$ cat src/rtl/demux_stream_router_if.sv
// Stream-router bus: one upstream valid/ready port, N_CH downstream valid/ready slots,
// plus the routing controls and status. The router connects through the slave modport.
interface demux_stream_router_if #(
  parameter int N_CH   = 4,
  parameter int DATA_W = 1
);
  localparam int SEL_W = (N_CH > 1) ? $clog2(N_CH) : 1;

  logic [DATA_W-1:0]      in_data;
  logic                   in_valid;
  logic                   in_ready;
  logic [SEL_W-1:0]       sel;
  logic [1:0]             mode;
  logic [N_CH*DATA_W-1:0] out_data;
  logic [N_CH-1:0]        out_valid;
  logic [N_CH-1:0]        out_ready;
  logic [SEL_W-1:0]       scan_ch;
  logic                   drop_err;

  modport master (
    output in_data, in_valid, sel, mode, out_ready,
    input  in_ready, out_data, out_valid, scan_ch, drop_err
  );

  modport slave (
    input  in_data, in_valid, sel, mode, out_ready,
    output in_ready, out_data, out_valid, scan_ch, drop_err
  );
endinterface

$ cat src/rtl/demux_stream_router.sv
// 1-to-N_CH stream demultiplexer with per-channel registered valid/ready slots.
// Routing is DIRECT (sel), SCAN (rotating pointer) or BROADCAST (all channels).
module demux_stream_router #(
  parameter int N_CH   = 4,
  parameter int DATA_W = 1
) (
  input  logic                  clk,
  input  logic                  rst_n,
  demux_stream_router_if.slave  bus
);
  localparam int SEL_W = (N_CH > 1) ? $clog2(N_CH) : 1;

  localparam logic [1:0] MODE_DIRECT = 2'b00;
  localparam logic [1:0] MODE_SCAN   = 2'b01;
  localparam logic [1:0] MODE_BCAST  = 2'b10;

  logic [N_CH-1:0]        valid_q, valid_d;
  logic [N_CH*DATA_W-1:0] data_q, data_d;
  logic [SEL_W-1:0]       scan_q, scan_d;
  logic                   drop_q, drop_d;

  logic [N_CH-1:0]        free_s;
  logic [N_CH-1:0]        drain_s;
  logic [N_CH-1:0]        tgt_s;
  logic                   ready_s;
  logic                   accept_s;

  assign free_s  = ~valid_q | bus.out_ready;
  assign drain_s =  valid_q & bus.out_ready;

  // Target set and upstream ready; an empty DIRECT target (sel out of range) acts as a sink
  always_comb begin
    tgt_s   = '0;
    ready_s = 1'b0;
    case (bus.mode)
      MODE_DIRECT: begin
        for (int i = 0; i < N_CH; i++) begin
          if (int'(bus.sel) == i) begin
            tgt_s[i] = 1'b1;
          end else begin
            tgt_s[i] = 1'b0;
          end
        end
        ready_s = &(free_s | ~tgt_s);
      end
      MODE_SCAN: begin
        for (int i = 0; i < N_CH; i++) begin
          if (int'(scan_q) == i) begin
            tgt_s[i] = 1'b1;
          end else begin
            tgt_s[i] = 1'b0;
          end
        end
        ready_s = &(free_s | ~tgt_s);
      end
      MODE_BCAST: begin
        tgt_s   = '1;
        ready_s = &free_s;
      end
      default: begin
        tgt_s   = '0;
        ready_s = 1'b0;
      end
    endcase
  end

  assign accept_s = bus.in_valid & ready_s;

  // Next state of the output slots, scan pointer and drop pulse
  always_comb begin
    valid_d = valid_q;
    data_d  = data_q;
    scan_d  = scan_q;
    drop_d  = 1'b0;
    for (int i = 0; i < N_CH; i++) begin
      if (accept_s && tgt_s[i]) begin
        valid_d[i]                  = 1'b1;
        data_d[i*DATA_W +: DATA_W]  = bus.in_data;
      end else if (drain_s[i]) begin
        valid_d[i] = 1'b0;
      end else begin
        valid_d[i] = valid_q[i];
      end
    end
    if (accept_s && (bus.mode == MODE_SCAN)) begin
      if (scan_q == SEL_W'(N_CH - 1)) begin
        scan_d = '0;
      end else begin
        scan_d = scan_q + SEL_W'(1);
      end
    end else begin
      scan_d = scan_q;
    end
    if (accept_s && (bus.mode == MODE_DIRECT) && (tgt_s == '0)) begin
      drop_d = 1'b1;
    end else begin
      drop_d = 1'b0;
    end
  end

  // State registers; reset discards any pending output words
  always_ff @(posedge clk or negedge rst_n) begin
    if (!rst_n) begin
      valid_q <= '0;
      data_q  <= '0;
      scan_q  <= '0;
      drop_q  <= 1'b0;
    end else begin
      valid_q <= valid_d;
      data_q  <= data_d;
      scan_q  <= scan_d;
      drop_q  <= drop_d;
    end
  end

  assign bus.in_ready  = ready_s;
  assign bus.out_valid = valid_q;
  assign bus.out_data  = data_q;
  assign bus.scan_ch   = scan_q;
  assign bus.drop_err  = drop_q;
endmodule

$ cat src/flat_wrapper.sv
// flat-port wrapper written by rule: the top's interface ports become plain ports
module demux_stream_router_flat 
#(
  parameter int N_CH   = 4,
  parameter int DATA_W = 1
)
  (clk, rst_n, bus_in_data, bus_in_valid, bus_sel, bus_mode, bus_out_ready, bus_in_ready, bus_out_data, bus_out_valid, bus_scan_ch, bus_drop_err);
  demux_stream_router_if #(.N_CH(N_CH), .DATA_W(DATA_W)) bus_i ();
  input  logic clk;
  input  logic rst_n;
  input wire logic [$bits(bus_i.in_data)-1:0] bus_in_data;
  input wire logic [$bits(bus_i.in_valid)-1:0] bus_in_valid;
  input wire logic [$bits(bus_i.sel)-1:0] bus_sel;
  input wire logic [$bits(bus_i.mode)-1:0] bus_mode;
  input wire logic [$bits(bus_i.out_ready)-1:0] bus_out_ready;
  output wire logic [$bits(bus_i.in_ready)-1:0] bus_in_ready;
  output wire logic [$bits(bus_i.out_data)-1:0] bus_out_data;
  output wire logic [$bits(bus_i.out_valid)-1:0] bus_out_valid;
  output wire logic [$bits(bus_i.scan_ch)-1:0] bus_scan_ch;
  output wire logic [$bits(bus_i.drop_err)-1:0] bus_drop_err;
  assign bus_i.in_data = bus_in_data;
  assign bus_i.in_valid = bus_in_valid;
  assign bus_i.sel = bus_sel;
  assign bus_i.mode = bus_mode;
  assign bus_i.out_ready = bus_out_ready;
  assign bus_in_ready = bus_i.in_ready;
  assign bus_out_data = bus_i.out_data;
  assign bus_out_valid = bus_i.out_valid;
  assign bus_scan_ch = bus_i.scan_ch;
  assign bus_drop_err = bus_i.drop_err;
  demux_stream_router #(.N_CH(N_CH), .DATA_W(DATA_W)) u_core (.clk(clk), .rst_n(rst_n), .bus(bus_i));
endmodule
$ cat config.mk
export PLATFORM = sky130hd
export DESIGN_NAME = demux_stream_router_flat
export DESIGN_NICKNAME = d
export VERILOG_FILES = /design/src/rtl/demux_stream_router_if.sv /design/src/rtl/demux_stream_router.sv /design/src/flat_wrapper.sv
export SDC_FILE = /design/constraint.sdc
export NUM_CORES = 1
export LEC_CHECK = 0
export CORE_UTILIZATION = 35
export DETAILED_ROUTE_END_ITERATION = 7
export PLACE_DENSITY = 0.73
export SYNTH_ARGS = -nofsm -noshare
export SYNTH_HDL_FRONTEND = slang
export SYNTH_SLANG_ARGS = --single-unit
$ cat constraint.sdc
create_clock -name clk -period 1.85 [get_ports clk]
set_input_delay 0.2775 -clock clk [delete_from_list [all_inputs] [get_ports clk]]
set_output_delay 0.2775 -clock clk [all_outputs]
set_load 0.05 [all_outputs]
# Word-level counts from Yosys, hierarchy flattened
# Cells that the tools add are included.
[totals]
inputBits = 12
out_inout_bits = 12
wordCells = 74
ff_bits = 11
[op_classes]
muxes = 28
n_eq_ne = 9
add_sub_neg = 1
n_bitwise = 8
reduce_logical = 18
[op_table]
columns = ["operator", "count"]
rows = [
  ["$mux 1", 25],
  ["$eq 2x2->1 const B", 6],
  ["$not 4->4", 3],
  ["$or 4x4->4", 3],
  ["$pmux 4 s3", 1],
  ["$reduce_and 4->1", 3],
  ["$reduce_bool 2->1", 4],
  ["$logic_and 1x1->1", 7],
  ["$eq 2x1->1 const B", 3],
  ["$logic_not 2->1", 3],
  ["$and 4x4->4", 1],
  ["$logic_not 4->1", 1],
  ["$pmux 1 s3", 1],
  ["$add 2x1->2 const B", 1],
  ["$mux 2", 1],
  ["$and 1x1->1", 1],
]

# Depth between registers and ports, before layout
[logic_depth]
depth_word = 11
ltp_mapped = 8
mapped_depth_nobuf = 7

# Worst setup path after synthesis
# No wires, ideal clock.
[synth_path]
kind = "reg2out"
startpoint = "register u_core.valid_q[3] (netlist: u_core.bus.out_valid[3])"
endpoint = "output bus_in_ready"
setup_slack_ps = -567
arrival_ps = 2140
stages_incl_launch_ff = 6
required_ps = 1572
path_cell_list = "dfrtp_1 nor2b_4 a311o_1 a221oi_2 nor2_1 o21bai_1"
[synth_via]
elab_chain_cells = 5
word_cells_on_any_way = 8
cone_classes = "1 x mux; 4 x bitwise; 3 x reduce/logical"
[synth_lines]
columns = ["item", "line", "source"]
rows = [
  ["start: declaration", "demux_stream_router.sv:17", "logic [N_CH-1:0] valid_q, valid_d;"],
  ["start signal: assignment", "demux_stream_router.sv:109", "valid_q <= valid_d;"],
  ["$not 4->4 *", "demux_stream_router.sv:28", "assign free_s = ~valid_q | bus.out_ready;"],
  ["$or 4x4->4 *", "demux_stream_router.sv:28", ""],
  ["$or 4x4->4, on equally long branches", "demux_stream_router.sv:54, demux_stream_router.sv:44", ""],
  ["$reduce_and 4->1, on equally long branches", "demux_stream_router.sv:54, demux_stream_router.sv:44", ""],
  ["$pmux 1 s3 *", "demux_stream_router.sv:35", "case (bus.mode)"],
  ["end: declaration", "flat_wrapper.sv:16", "output wire logic [$bits(bus_i.in_ready)-1:0] bus_in_ready;"],
]
# Every way passes the cells marked *; elsewhere a longest branch is shown, timed or not.

# Worst setup path in the final report
# Same ends and word-level chain as after synthesis.

==> out/results.ini <==
[run_status]
status=finished, violations left
violations=negative setup slack

[global_route]
grt_pass1_vias=635
track_usage=0.178
grt_max_degree=12
grt_overflow_total=0
antenna_found_initial=0
grt_pass1_wl_mm=2.68

[sta]
min_period_ps=2040
fmax_mhz=491
slew_viol_final=0
fin_setup_tns_ps=-542
period_share=1.10
slew_headroom=0.669
tightest_slew_ps=495
rsz0062_at_grt=true
timing.hold.ws_ps=329
clock_skew_ps=0.462
hold_violations=0
setup_ws_ps=-185
setup_viol=5

[floorplan]
initial_core_util=0.391
rows=15
die-area_um2=2220
die_h_um=47.1
ios=24
fp.dieW_um=47.1
core_um2=1820

[yosys]
yosysTopAreaCellShare=0.387
ys_seq_area_frac=0.387
synth_edf_count=0
netlist_area_um2=712
yosysWarnings=0
synth_flop_cell=dfrtp_1
yosys-top-cells-area=dfrtp_1 39%, mux2_4 8.4%, ha_1 7.0%, o21ai_2 4.9%, o21ai_0 4.2%
syn_nets=85
yosys.cell_count.top_type=dfrtp_1
synth_top_area_cell=dfrtp_1
syn_avg_cell_area_um2=10.3
synth.distinct_cells=28
netlist_instances=69
synthTopCellsByCount=11 x dfrtp_1, 6 x nand2_1, 6 x nor2_1, 6 x o21ai_0
async_flop_share=1.00
ys_seq_elements=11

[worst_hold_path]
hp-class=input pin to async pin

[run]
cap_violations=0

[placed_design]
port_buffers=23
hpwl_mm=1.31
place.gp.congestion=0.862
placed_cell_area_um2=1070

[layout]
drive_gt1_frac=0.455
area_growth_syn_to_layout_pct=62.7
fin_area_um2=1160
nets=127
fill_cells=153
diodes=0

[worst_setup_path]
crit_required_ps=1570
cp.arrival_ps=1760
r2r_cells=7
end_kind=output port
crit_fanout=4
crit_path_start_kind=flop
crit_type=flop to output port

[pwr]
leakagePower_nw=0.532
p_total_mw=1.36
p_per_area_nw_per_um2=1170
max-vdd-ir-drop_mv=0.868

[detailed_routing]
drc=0
via_count=655
via_per_inst=4.85
wirelength_mm=1.79
ant_nets=0
firstDrtPassIters=4
drt_iter0_markers=26
routedWlPerCell_um=13.2

[cts]
clk_latency_ps=270
cts_tree=yes
numCtsBuffers=3
clock-root-buffer=clkbuf_4
ctsHoldBuffers=0
cts_max_level=1
clockBufferDepth=2
clk_pin_slew_ps=70
clkSinkCount=11

-- power breakdown --
group / switching [mW] / internal (mW)
Clock: 0.0830 / 0.0835
Sequential: 0.0731 / 0.323
Combinational: 0.473 / 0.323
-- per-layer routing --
layer	wire length, um	vias to the layer above	track usage
met1	752	313	0.218
li1	-	321	-
met2	939	19	0.303
met3	83	2	0.0577
met5	0	-	0
met4	12	0	0.0457
-- cell usage in the layout, fill, tap and decap left out, drive strengths merged --
cell	n
a21oi	2
a221oi	1
a22oi	2
a311o	1
and2	1
and2b	3
and3	2
and4bb	1
buf	18
clkbuf	4
clkdlybuf4s50	15
conb	1
dfrtp	11
dlygate4sd2	4
dlymetal6s2s	1
ha	4
inv	3
mux2	4
nand2	6
nand2b	4
nor2	6
nor2b	3
nor3	1
o21a	1
o21ai	10
o21bai	1
-- worst paths after layout --
kind	startpoint	endpoint	slack (ps)
setup reg to reg	u_core.bus.out_valid[3]$_DFFE_PN0P_	u_core.bus.out_data[0]$_DFFE_PN0P_	-100
max in group asynchronous	rst_n	u_core.bus.scan_ch[1]$_DFFE_PN0P_	1170
hold / removal	rst_n	u_core.bus.out_data[1]$_DFFE_PN0P_	330
hold reg to reg	u_core.bus.out_data[2]$_DFFE_PN0P_	u_core.bus.out_data[2]$_DFFE_PN0P_	510
setup / recovery	u_core.bus.out_valid[3]$_DFFE_PN0P_	bus_in_ready	-190
min in group clk	bus_out_ready[2]	u_core.bus.out_valid[2]$_DFFE_PN0P_	430
-- logic make-up after synthesis --
group	count (synthesis)	synth area share
AND/OR/NAND/NOR	27	0.228
AO/OA/AOI/OAI	18	0.193
flip-flops	11	0.387
buffers and inverters	4	0.0316
multiplexers	4	0.0844
adder cells (fa/ha/maj)	4	0.0703
other	1	0.00527
-- repair_timing --
action,CTS,global route
buffers inserted,2,4
pin swaps,2,4
resized for setup,7,3
endpoints found under the setup margin,5,5
-- through the flow --
| stage | utilization | std cells | setup slack, ps |
|---|---|---|---|
| 2_1_floorplan | - | 69 | -40.6 |
| 3_3_place_gp | 0.590 | 126 | -230 |
| 3_5_place_dp | 0.590 | 126 | -270 |
| 4_1_cts | 0.612 | 131 | -165 |
| 5_1_grt | 0.636 | 135 | -225 |
| 6_report | 0.636 | 135 | -185 |
-- area by class of cell --
type | instances | area (um2) | area share
timing repair buffer | 38 | 345 | 0.298
clock buffer | 4 | 26.3 | 0.0227
sequential | 11 | 283 | 0.244
tap | 25 | 31.3 | 0.0270
inverter | 3 | 11.3 | 0.00972
multi-input combinational | 54 | 462 | 0.398
-- worst max-delay path, cell delays in order (launching register included) --
cell	delay, ps
dfrtp_2	400
nor2b_4	140
a311o_1	280
a221oi_2	280
nor2_2	90
o21bai_4	150
buf_12	150
-- sequential cells by signal, summed over array words and instances (netlist names) --
register              flops
u_core.bus.scan_ch        2
u_core.bus.out_valid      4
u_core.bus.out_data       4
u_core.bus.drop_err       1
(Power assumes the default switching activity.)
